**src/rtl/router_pkg.sv**
```systemverilog
// Shared definitions for the router output-port sink: FSM encoding,
// header field positions and router timing constants.
package router_pkg;

  localparam int BYTE_W       = 8;
  localparam int LEN_MSB      = 7;
  localparam int LEN_LSB      = 2;
  localparam int ADDR_MSB     = 1;
  localparam int ADDR_LSB     = 0;
  localparam int LEN_W        = LEN_MSB - LEN_LSB + 1;
  localparam int SOFT_RST_CYC = 30;

  typedef enum logic [1:0] {
    S_IDLE = 2'd0,
    S_HDR  = 2'd1,
    S_BODY = 2'd2,
    S_DONE = 2'd3
  } state_e;

  function automatic logic [LEN_W-1:0] hdr_len(input logic [BYTE_W-1:0] hdr);
    return hdr[LEN_MSB:LEN_LSB];
  endfunction

endpackage

```
**src/rtl/router_port_sink_if.sv**
```systemverilog
// Router output-port read handshake: FIFO not-empty flag, data and read strobe.
// The router side is the master, the sink is the slave.
interface router_port_sink_if;
  import router_pkg::*;

  logic              vld_out;
  logic [BYTE_W-1:0] data_out;
  logic              read_enb;

  modport master (output vld_out, output data_out, input read_enb);
  modport slave  (input vld_out, input data_out, output read_enb);

endinterface

```
**src/rtl/router_sink_parity.sv**
```systemverilog
// Running XOR accumulator for packet parity: seeded with the header,
// accumulated over payload, compared against the received parity byte.
module router_sink_parity
  import router_pkg::*;
(
  input  logic              clk,
  input  logic              resetn,
  input  logic              seed_i,
  input  logic              acc_i,
  input  logic              clr_i,
  input  logic [BYTE_W-1:0] data_i,
  output logic              mismatch_o
);

  logic [BYTE_W-1:0] acc_q;

  always_ff @(posedge clk or negedge resetn) begin
    if (!resetn) begin
      acc_q <= '0;
    end else if (clr_i) begin
      acc_q <= '0;
    end else if (seed_i) begin
      acc_q <= data_i;
    end else if (acc_i) begin
      acc_q <= acc_q ^ data_i;
    end
  end

  assign mismatch_o = (acc_q != data_i);

endmodule

```
**src/rtl/router_port_sink.sv**
```systemverilog
// Downstream consumer for one router output port: reads, reassembles and checks packets.
// Optional destination check is enabled by defining ROUTER_SINK_ADDR_CHECK_EN.
module router_port_sink
  import router_pkg::*;
#(
  parameter logic [1:0] PORT_ID = 2'd0,
  parameter int         CNT_W   = 16,
  parameter int         IDLE_TO = 29
) (
  input  logic              clk,
  input  logic              resetn,
  router_port_sink_if.slave rtr,
  output logic [BYTE_W-1:0] byte_out,
  output logic              byte_vld,
  output logic              byte_sop,
  output logic              byte_eop,
  output logic              pkt_done,
  output logic [LEN_W-1:0]  pkt_len,
  output logic              parity_err,
  output logic              trunc_err,
  output logic              to_err,
  output logic [CNT_W-1:0]  pkt_cnt,
  output logic [CNT_W-1:0]  err_cnt
`ifdef ROUTER_SINK_ADDR_CHECK_EN
  ,
  output logic              addr_err
`endif
);

  localparam int REQ_W  = LEN_W + 1;
  localparam int IDLE_W = $clog2(IDLE_TO + 1);
  localparam int GAP_W  = $clog2(SOFT_RST_CYC);

  state_e             state_q;
  logic               rd_d_q;
  logic [REQ_W-1:0]   req_left_q;
  logic [LEN_W-1:0]   len_q;
  logic [LEN_W-1:0]   byte_cnt_q;
  logic [IDLE_W-1:0]  idle_cnt_q;
  logic [GAP_W-1:0]   gap_cnt_q;
  logic [BYTE_W-1:0]  byte_out_q;
  logic               byte_vld_q;
  logic               byte_sop_q;
  logic               byte_eop_q;
  logic               pkt_done_q;
  logic [LEN_W-1:0]   pkt_len_q;
  logic               parity_err_q;
  logic               trunc_err_q;
  logic               to_err_q;
  logic [CNT_W-1:0]   pkt_cnt_q;
  logic [CNT_W-1:0]   err_cnt_q;

  logic rd_en, hdr_cap, body_cap, par_cap, gap_hit, abort, idle_inc;
  logic parity_bad, addr_bad;

  // Requests stop as soon as req_left hits zero, so the last byte is never over-read.
  assign rd_en    = rtr.vld_out && (req_left_q != '0) && (state_q == S_HDR || state_q == S_BODY);
  assign hdr_cap  = rd_d_q && (state_q == S_HDR);
  assign body_cap = rd_d_q && (state_q == S_BODY);
  assign par_cap  = body_cap && (byte_cnt_q == len_q);
  assign gap_hit  = (state_q == S_BODY) && !rtr.vld_out && (req_left_q != '0);
  assign abort    = gap_hit && (gap_cnt_q == GAP_W'(SOFT_RST_CYC - 1));
  assign idle_inc = rtr.vld_out && !rd_en && (idle_cnt_q != IDLE_W'(IDLE_TO));

  assign rtr.read_enb = rd_en;

`ifdef ROUTER_SINK_ADDR_CHECK_EN
  logic hdr_addr_bad_q;
  logic addr_err_q;
  assign addr_bad = hdr_addr_bad_q;
  assign addr_err = addr_err_q;
`else
  logic unused_port_id;
  assign addr_bad       = 1'b0;
  assign unused_port_id = ^PORT_ID;
`endif

  router_sink_parity u_parity (
    .clk        (clk),
    .resetn     (resetn),
    .seed_i     (hdr_cap),
    .acc_i      (body_cap && !par_cap),
    .clr_i      (par_cap || abort),
    .data_i     (rtr.data_out),
    .mismatch_o (parity_bad)
  );

  always_ff @(posedge clk or negedge resetn) begin
    if (!resetn) begin
      state_q      <= S_IDLE;
      rd_d_q       <= 1'b0;
      req_left_q   <= '0;
      len_q        <= '0;
      byte_cnt_q   <= '0;
      idle_cnt_q   <= '0;
      gap_cnt_q    <= '0;
      byte_out_q   <= '0;
      byte_vld_q   <= 1'b0;
      byte_sop_q   <= 1'b0;
      byte_eop_q   <= 1'b0;
      pkt_done_q   <= 1'b0;
      pkt_len_q    <= '0;
      parity_err_q <= 1'b0;
      trunc_err_q  <= 1'b0;
      to_err_q     <= 1'b0;
      pkt_cnt_q    <= '0;
      err_cnt_q    <= '0;
`ifdef ROUTER_SINK_ADDR_CHECK_EN
      hdr_addr_bad_q <= 1'b0;
      addr_err_q     <= 1'b0;
`endif
    end else begin
      rd_d_q      <= rd_en;
      byte_vld_q  <= hdr_cap || body_cap;
      byte_sop_q  <= hdr_cap;
      byte_eop_q  <= par_cap;
      pkt_done_q  <= 1'b0;
      trunc_err_q <= 1'b0;
      to_err_q    <= idle_inc && (idle_cnt_q == IDLE_W'(IDLE_TO - 1));
      if (hdr_cap || body_cap) byte_out_q <= rtr.data_out;

      // Idle counter saturates at IDLE_TO while the port stays stalled.
      if (idle_inc) idle_cnt_q <= idle_cnt_q + 1'b1;
      else if (!rtr.vld_out || rd_en) idle_cnt_q <= '0;

      gap_cnt_q <= (gap_hit && !abort) ? gap_cnt_q + 1'b1 : '0;
      if (rd_en) req_left_q <= req_left_q - 1'b1;

      case (state_q)
        S_IDLE: begin
          if (rtr.vld_out) begin
            state_q    <= S_HDR;
            req_left_q <= REQ_W'(1);
          end
        end
        S_HDR: begin
          if (hdr_cap) begin
            state_q    <= S_BODY;
            len_q      <= hdr_len(rtr.data_out);
            req_left_q <= {1'b0, hdr_len(rtr.data_out)} + REQ_W'(1);
            byte_cnt_q <= '0;
`ifdef ROUTER_SINK_ADDR_CHECK_EN
            hdr_addr_bad_q <= (rtr.data_out[ADDR_MSB:ADDR_LSB] != PORT_ID);
`endif
          end
        end
        S_BODY: begin
          if (abort) begin
            state_q     <= S_IDLE;
            req_left_q  <= '0;
            trunc_err_q <= 1'b1;
            err_cnt_q   <= err_cnt_q + 1'b1;
          end else if (par_cap) begin
            state_q      <= S_DONE;
            pkt_done_q   <= 1'b1;
            pkt_len_q    <= len_q;
            parity_err_q <= parity_bad;
            pkt_cnt_q    <= pkt_cnt_q + 1'b1;
            if (parity_bad || addr_bad) err_cnt_q <= err_cnt_q + 1'b1;
`ifdef ROUTER_SINK_ADDR_CHECK_EN
            addr_err_q <= hdr_addr_bad_q;
`endif
          end else if (body_cap) begin
            byte_cnt_q <= byte_cnt_q + 1'b1;
          end
        end
        S_DONE:  state_q <= S_IDLE;
        default: state_q <= S_IDLE;
      endcase
    end
  end

  assign byte_out   = byte_out_q;
  assign byte_vld   = byte_vld_q;
  assign byte_sop   = byte_sop_q;
  assign byte_eop   = byte_eop_q;
  assign pkt_done   = pkt_done_q;
  assign pkt_len    = pkt_len_q;
  assign parity_err = parity_err_q;
  assign trunc_err  = trunc_err_q;
  assign to_err     = to_err_q;
  assign pkt_cnt    = pkt_cnt_q;
  assign err_cnt    = err_cnt_q;

endmodule

```
**src/flat_wrapper.sv**
```systemverilog
// flat-port wrapper written by rule: the top's interface ports become plain ports
module router_port_sink_flat import router_pkg::*;
#(
  parameter logic [1:0] PORT_ID = 2'd0,
  parameter int         CNT_W   = 16,
  parameter int         IDLE_TO = 29
)
  (clk, resetn, byte_out, byte_vld, byte_sop, byte_eop, pkt_done, pkt_len, parity_err, trunc_err, to_err, pkt_cnt, err_cnt, rtr_vld_out, rtr_data_out, rtr_read_enb);
  router_port_sink_if rtr_i ();
  input  logic clk;
  input  logic resetn;
  output logic [BYTE_W-1:0] byte_out;
  output logic byte_vld;
  output logic byte_sop;
  output logic byte_eop;
  output logic pkt_done;
  output logic [LEN_W-1:0] pkt_len;
  output logic parity_err;
  output logic trunc_err;
  output logic to_err;
  output logic [CNT_W-1:0] pkt_cnt;
  output logic [CNT_W-1:0] err_cnt;
  input wire logic [$bits(rtr_i.vld_out)-1:0] rtr_vld_out;
  input wire logic [$bits(rtr_i.data_out)-1:0] rtr_data_out;
  output wire logic [$bits(rtr_i.read_enb)-1:0] rtr_read_enb;
  assign rtr_i.vld_out = rtr_vld_out;
  assign rtr_i.data_out = rtr_data_out;
  assign rtr_read_enb = rtr_i.read_enb;
  router_port_sink #(.PORT_ID(PORT_ID), .CNT_W(CNT_W), .IDLE_TO(IDLE_TO)) u_core (.clk(clk), .resetn(resetn), .rtr(rtr_i), .byte_out(byte_out), .byte_vld(byte_vld), .byte_sop(byte_sop), .byte_eop(byte_eop), .pkt_done(pkt_done), .pkt_len(pkt_len), .parity_err(parity_err), .trunc_err(trunc_err), .to_err(to_err), .pkt_cnt(pkt_cnt), .err_cnt(err_cnt));
endmodule
```
**config.mk**
```make
export PLATFORM = sky130hd
export DESIGN_NAME = router_port_sink_flat
export DESIGN_NICKNAME = d
export VERILOG_FILES = /design/src/rtl/router_pkg.sv /design/src/rtl/router_port_sink_if.sv /design/src/rtl/router_sink_parity.sv /design/src/rtl/router_port_sink.sv /design/src/flat_wrapper.sv
export SDC_FILE = /design/constraint.sdc
export NUM_CORES = 1
export LEC_CHECK = 0
export CORE_MARGIN = 1
export CORE_UTILIZATION = 30
export DETAILED_ROUTE_END_ITERATION = 8
export SYNTH_ARGS = -nofsm -noshare
export SYNTH_HDL_FRONTEND = slang
export SYNTH_HIERARCHICAL = 1
export SYNTH_SLANG_ARGS = --single-unit
```
**constraint.sdc**
```tcl
create_clock -name clk -period 4.4 [get_ports clk]
set_input_delay 0.66 -clock clk [delete_from_list [all_inputs] [get_ports clk]]
set_output_delay 0.66 -clock clk [all_outputs]
set_load 0.005 [all_outputs]
```
Word-level counts from Yosys, hierarchy flattened --
Index checks and enable logic that the tools add are counted.
Word-level totals: bits in registers 93, latch bits 0, bits in writable memories 0, bits in read-only memories 0, bits of input ports 11, output and inout port bits 54, logic and storage cells 104, memories kept 0
Operators by class: add/sub/neg operators 7, $mul 0, divide/modulo/power cells 0, magnitude comparators 0, eq/ne operators 14, shift operators 0, muxes and demuxes 29, bitwise logic cells 2, reduce and logical (&&, ||, !) cells 33
Operators with widths (number):
- $mux W16 | 3
- $add A16 B1 Y16 const B | 2
- $mux W7 | 4
- $mux W6 | 4
- $mux W8 | 3
- $pmux W7 S3 | 1
- $mux W5 | 3
- $logic_and A1 B1 Y1 | 13
- $pmux W6 S2 | 1
- $add A5 B1 Y5 const B | 2
- $eq A5 B5 Y1 const B | 2
- $reduce_and A3 Y1 | 3
- $mux W2 | 4
- $ne A8 B8 Y1 | 1
- $pmux W2 S4 | 1
- $reduce_bool A2 Y1 | 4
- $xor A8 B8 Y8 | 1
- $add A6 B1 Y7 const B | 1
- $reduce_bool A7 Y1 | 1
- $sub A7 B1 Y7 const B | 1
- $add A6 B1 Y6 const B | 1
- $eq A6 B6 Y1 | 1
- $ne A2 B2 Y1 const B | 3
- $mux W1 | 5
- 12 further kinds | 20

Longest topological paths before layout --
Gate-level depths: netlist of run 1.
word-level depth 8, gate-level depth with buffers 10, depth with buffers taken out 8

Cells and area by module --
Netlist of run 1, hierarchy kept.
Modules (own cells, without submodules):
- router_port_sink | instances 1, cells an instance 397, area an instance 4221.5 um^2, seq. area each 2127.0 um^2
- router_sink_parity | instances 1, cells an instance 62, area an instance 536.8 um^2, seq. area each 200.2 um^2

Worst setup path before layout of run 1 --
No wires, ideal clock.
path kind input-to-reg, start point in rtr_data_out[1], end point reg u_core.err_cnt_q[1] (netlist: u_core/err_cnt[1]), library setup time 0.125 ns, data arrival time 2.075 ns, data required time 4.275 ns, slack 2.200 ns, stages 9, path buffers 2, cell sequence xor2_1 -> nor4_1 -> nand2_1 -> and3_1 -> nand3_1 -> o21ba_1 -> buf_6 -> buf_6 -> mux2_2
On the way: longest elaborated chain between the ends 3
RTL lines:
- start, declared | RTL line flat_wrapper.sv:24 | input wire logic [$bits(rtr_i.data_out)-1:0] rtr_data_out;
- $ne A8 B8 Y1 | RTL line router_sink_parity.sv:29 | assign mismatch_o = (acc_q != data_i);
- via u_core.parity_bad | RTL line router_port_sink.sv:54 | logic parity_bad, addr_bad;
- $reduce_bool A2 Y1 (no line)
- $reduce_and A3 Y1 (no line)
- end signal, assigned | RTL line router_port_sink.sv:152 | err_cnt_q <= err_cnt_q + 1'b1;
- end signal, assigned | RTL line router_port_sink.sv:159 | if (parity_bad || addr_bad) err_cnt_q <= err_cnt_q + 1'b1;
- end, declared | RTL line router_port_sink.sv:51 | logic [CNT_W-1:0] err_cnt_q;
The timed path passes the listed nets, and every way through them passes these cells. A chain may end at the register's enable or synchronous reset.

Worst setup path in the final report of run 1 --
start point in rtr_data_out[6], end point reg u_core.err_cnt_q[1] (netlist: u_core/err_cnt[1])
The elaborated chain is that of the path after synthesis.

==> out/metrics.cfg, run 1 <==
[die]
rows=45
ios=65
die-width_um=128
die_area_um2=16400
start_util_pct=31.1
coreArea_um2=15300
die_h_um=128

[power_and_ir_drop]
p_clk_share_pct=25.6
seqPwrFrac_pct=41.5
ir_drop_v=0.000209
sw_frac_of_total_pct=33.9
p_int_uw=1940
comb_power_share_pct=32.9
power.density_nw_per_um2=502
p_leak_uw=0.00253
finalPower_uw=2940
p_sw_uw=996

[clocking]
clock_latency_ns=0.34
cts_buffers=9
clock_path_buffers=2
cts.clk_slew.worst_paths_ns=0.06
cts_tree=built
post_cts_buffers=0
ctsResizeCount=0
cts_root_buf=clkbuf_16
htree_levels=3
cts.sinks=93
ctsHoldBuffers=0

[worst_setup_path]
required_ns=4.62
arrival_ns=3.33
ff2ff_setup_slack_ns=1.54
cpMaxStageDelayCell=clkdlybuf4s50_1
critPathKind=in -> reg
path_max_fanout=16
crit_buf_inv=1
worstPathCellList=clkdlybuf4s50_1 > xor2_1 > nor4_1 > nand2_1 > and3_1 > nand3_1 > o21ba_1 > mux2_2
cpLargestDelayFamily=simple AND/OR/NAND/NOR gates
reg2regPathDepth=7
critPathCaptureType=register
r2r-start=u_core/state_q[0]
r2r_end=u_core/err_cnt[14]
slowest_delay_ns=0.58
cp-start-kind=input port

[logic_synthesis]
syn_inst=459
syn_area_per_cell_um2=10.4
syn-cell-area_um2=4760
synth_seq_area_share_pct=48.9
synth_edf_count=0
synth_top_flop_cell=dfrtp_1
yosys_warnings=6
ys_types=56
async_flop_share_pct=100
synth_seq_cells=93
syn_nets=485

[grt]
grt.overflow.total=0
antenna_found_initial=0
grt_pass1_wl_um=17600
grt_start_max_net_pins=55
grtUsageTotal_pct=13.4
first_global_vias=3468

[min_path]
min_path_type=in -> async

[placed_design]
place.gp.congestion=0.783
io_buffers=64
post-dp-hpwl_um=7400
place_inst=722
dpl_cell_area_um2=5570

[route]
vias=3589
drt_iter0_drc=148
via_per_inst=4.88
ant_nets=0
drcViolationCount=0
drtPass1Iterations=4
wl_um=10500
avgRoutedWirePerCell_um=14.2

[run_status]
outcome=completed

[sta]
fin_crit_sh_pct=70.6
setup_tns_ns=0
fin_crit_ns=3.11
slew_viol_final=0
worstMarginPinSlew_ns=0.837
clock_skew_ns=0.00635
setup_viol=0
rsz0062_at_grt=no
slew_headroom_pct=43.8
fmax_ghz=0.322
hold_viol=0

[layout]
drive_above_1_share_pct=7.81
final_area_um2=5850
diodes=0
syn_to_final_growth_pct=23.0
fill_cells=1537
nNetsFinal=548
finalNonFillerCells=736

[run]
drv_cap=0

## layer usage
metal,wire length [um],track usage [%]
met3,327,2.67
met4,137,4.29
met5,0,0
met1,5030,17.5
met2,4970,22.3
## area by class of cell
cell class                 instances  area [um^2]  area share [%]
multi-input combinational        341         2280            39.0
sequential                        93         2330            39.8
inverter                          12         50.0           0.855
timing repair buffer              65          646            11.0
tap                              211          264            4.51
clock inverter                     2         35.0           0.599
clock buffer                      12          246            4.21
## sequential cells by signal, indices dropped and copies added (netlist names)
register / count
u_core/u_parity/acc_q: 8
u_core/byte_cnt_q: 6
u_core/byte_out: 8
u_core/req_left_q: 7
u_core/pkt_done: 1
u_core/parity_err: 1
u_core/err_cnt: 16
u_core/pkt_cnt: 16
u_core/pkt_len: 6
u_core/to_err: 1
u_core/byte_vld: 1
u_core/byte_sop: 1
u_core/state_q: 2
u_core/gap_cnt_q: 5
u_core/idle_cnt_q: 5
u_core/trunc_err: 1
u_core/byte_eop: 1
u_core/len_q: 6
u_core/rd_d_q: 1
## cells in the final DEF, fill, tap and decap left out, types with 11 or more instances in the layout
master,netlist,layout
inv_1,11,11
nand4_1,12,12
o21ai_0,19,19
nor2_1,20,20
ha_1,15,15
xnor2_1,29,29
nand2_1,78,78
dfrtp_1,93,93
xor2_1,26,26
clkdlybuf4s50_1,0,63
nand3_1,21,21
## cells in the mapped netlist, types with 11 or more instances
cell type | n | area [um^2]
dfrtp_1 | 93 | 2330
nand2_1 | 78 | 293
xnor2_1 | 29 | 254
xor2_1 | 26 | 228
nand3_1 | 21 | 105
nor2_1 | 20 | 75.1
o21ai_0 | 19 | 95.1
ha_1 | 15 | 188
nand4_1 | 12 | 75.1
inv_1 | 11 | 41.3
## worst max path at each step
stage / startpoint / to / depth (start not counted)
final: rtr_data_out[6] / u_core/err_cnt[1] / 8
after global routing: rtr_data_out[6] / u_core/err_cnt[1] / 8
after global placement: rtr_data_out[6] / u_core/err_cnt[1] / 8
after CTS: rtr_data_out[6] / u_core/err_cnt[1] / 8
after floorplan: rtr_data_out[1] / u_core/err_cnt[1] / 9
after detailed placement: rtr_data_out[6] / u_core/err_cnt[1] / 8
## power by group through the flow
stage	registers (uW)	logic, uW	clock network [uW]
after floorplan	1190	641	0
after global placement	1230	932	0
after detailed placement	1240	965	0
after CTS	1220	970	783
after global routing	1250	1070	812
final	1220	965	753
## worst register-to-register path, delay by kind of cell, from the launching register on
| kind | cells | cell delay (ns) |
|---|---|---|
| DFF | 1 | 0.44 |
| and+or+nand+nor | 2 | 0.63 |
| buffers and inverters | 1 | 0.11 |
| adders and majority gates | 1 | 0.50 |
| AOI/OAI and AO/OA | 2 | 0.93 |
| xor gates and xnor gates | 1 | 0.17 |
## per-stage QoR
step,worst slack (ns),utilization (%),hold slack (ns)
after floorplan,2.20,-,0.364
after global placement,1.02,36.4,0.463
after detailed placement,0.962,36.4,0.468
after CTS,1.32,38.2,0.404
after global routing,1.13,38.2,0.420
final,1.29,38.2,0.368
## kinds of logic (layout without fill, tap and decap cells)
| kind of cell | Yosys count | after routing | share of synthesized area, % |
|---|---|---|---|
| AOI/OAI and AO/OA | 62 | 62 | 8.73 |
| xor gates and xnor gates | 56 | 56 | 10.5 |
| DFF | 93 | 93 | 48.9 |
| buffers and inverters | 25 | 91 | 3.08 |
| adders and majority gates | 15 | 15 | 3.94 |
| muxes | 9 | 9 | 2.13 |
| and+or+nand+nor | 199 | 199 | 22.7 |
(Power assumes the default switching activity.)
==> inputs of run 2 (changes only) <==
==> constraint.sdc (replaced) <==
create_clock -name clk -period 2.95 [get_ports clk]
set_input_delay 0.4425 -clock clk [delete_from_list [all_inputs] [get_ports clk]]
set_output_delay 0.4425 -clock clk [all_outputs]
set_load 0.005 [all_outputs]
==> run 2 against run 1 <==
Compared with the run above: sequential power increased by 48%; clock skew up 0.00068 ns; count of clock-buffer cells in the layout stayed put; via count rose by 0.75%; critical path depth down 3; wire length rose by 0.20%; combinational power increased by 54%; sequential cell count unchanged; first-iteration DRC count rose by 47%; critical path type is now reg -> out; largest cell class unchanged.
==> out/metrics.cfg, run 2 (synthesis results as in run 1) <==
[grt]
grt_start_max_net_pins=77
antenna_found_initial=0
first_global_vias=3650
grt_pass1_wl_um=17900
grt.overflow.total=0
grtUsageTotal_pct=13.8

[clocking]
post_cts_buffers=0
ctsHoldBuffers=0
htree_levels=3
clock_path_buffers=2
cts_root_buf=clkbuf_16
ctsResizeCount=0
clock_latency_ns=0.35
cts_buffers=9
cts.sinks=93
cts.clk_slew.worst_paths_ns=0.06
cts_tree=built

[worst_setup_path]
critPathCaptureType=output pin
slowest_delay_ns=0.53
crit_buf_inv=2
required_ns=2.51
critPathLaunch=u_core/state_q[0]
path_max_fanout=6
worstPathCellList=inv_1 > ha_1 > nand2_1 > a21oi_2 > clkdlybuf4s50_1
cpLargestDelayFamily=buffers and inverters
cp-start-kind=register
cpMaxStageDelayCell=clkdlybuf4s50_1
r2r-start=u_core/state_q[0]
critPathKind=reg -> out
arrival_ns=1.99

[sta]
fin_crit_sh_pct=82.3
fin_crit_ns=2.43
fmax_ghz=0.412
setup_tns_ns=0
slew_headroom_pct=35.7
hold_viol=0
setup_viol=0
whs_ns=0.246
slew_viol_final=0
worstMarginPinSlew_ns=0.964
rsz0062_at_grt=no
clock_skew_ns=0.00703

[layout]
final_common_cell=dfrtp_1
fill_cells=1534
syn_to_final_growth_pct=26.7
final_cell_mix=93 x dfrtp_1, 78 x nand2_1, 63 x clkdlybuf4s50_1, 29 x xnor2_1, 26 x xor2_1
utilization_pct=39.4
diodes=0
drive_above_1_share_pct=10.9
nNetsFinal=564

[min_path]
min_path_type=in -> async

[die]
start_util_pct=31.1
ios=65
die_area_um2=16400
die-width_um=128
coreArea_um2=15300
rows=45
die_h_um=128

[placed_design]
post-dp-hpwl_um=7400
io_buffers=64
place.gp.congestion=0.848

[route]
avgRoutedWirePerCell_um=13.9
drcViolationCount=0
drtPass1Iterations=4
drt_iter0_drc=217
wl_um=10500
vias=3616
ant_nets=0
via_per_inst=4.80

[run]
drv_cap=0

[power_and_ir_drop]
ir_drop_v=0.000346
p_sw_uw=1510
sw_frac_of_total_pct=32.9
p_clk_share_pct=27.7
comb_power_share_pct=32.6
power.density_nw_per_um2=759
p_leak_uw=0.00263
p_int_uw=3070
seqPwrFrac_pct=39.6

[run_status]
outcome=completed

run 2: cell types whose count changed in the layout (fill, tap and decap cells not counted):
cell / previous run / this run
bufinv_16: 1 / 2
clkbuf_1: 2 / 1
buf_12: 0 / 1
clkbuf_8: 1 / 2
buf_4: 2 / 17
clkinv_4: 1 / 2
clkinv_2: 1 / 0
run 2: final timing paths:
check	to	slack, ns	cells past startpoint
setup / recovery	rtr_read_enb	0.52	5
hold reg to reg	u_core/pkt_cnt[15]	0.47	1
max in group asynchronous	u_core/byte_out[6]	1.97	2
hold / removal	u_core/pkt_cnt[13]	0.25	1
min in group clk	u_core/pkt_cnt[15]	0.47	1
setup reg to reg	u_core/err_cnt[10]	0.63	8
run 2: final cells by class:
cell class              instances  area, um^2  share of cell area, %
flip-flops and latches         93        2330                   38.6
multi-input cells             341        2280                   37.9
repair buffers                 81         778                   12.9
well taps                     211         264                   4.38
clock buffers                  12         256                   4.25
clock inverters                 3        68.8                   1.14
inverters                      12        50.0                  0.830
run 2: worst register-to-register path, cell delays in order (launching register included):
cell,delay [ns]
dfrtp_1,0.44
inv_1,0.11
ha_1,0.37
nand2b_1,0.17
a211oi_4,0.24
o21ba_1,0.25
buf_12,0.17
nor4_1,0.32
xor2_1,0.18
run 2: stage by stage:
stage | total power (uW) | area (um^2) | std cells | setup slack, ns
finish | 4580 | 6030 | 753 | 0.521
global route | 4860 | 6030 | 753 | 0.405
CTS | 4630 | 6030 | 753 | 0.506
detailed placement | 3340 | 5700 | 738 | 0.291
global placement | 3280 | 5700 | 738 | 0.388
floorplan | 2730 | 4760 | 459 | 0.850
run 2: per-layer routing:
metal	up-vias	track usage [%]	routed length, um
met5	-	0	0
met4	0	4.36	143
met3	10	3.88	306
met2	58	22.2	4980
met1	1796	17.9	5050
li1	1752	-	-
run 2: power by group through the flow:
stage | logic (uW) | registers, uW | clock network, uW
global placement | 1460 | 1820 | 0
floorplan | 957 | 1770 | 0
finish | 1490 | 1810 | 1270
global route | 1650 | 1850 | 1360
detailed placement | 1500 | 1840 | 0
CTS | 1510 | 1810 | 1310
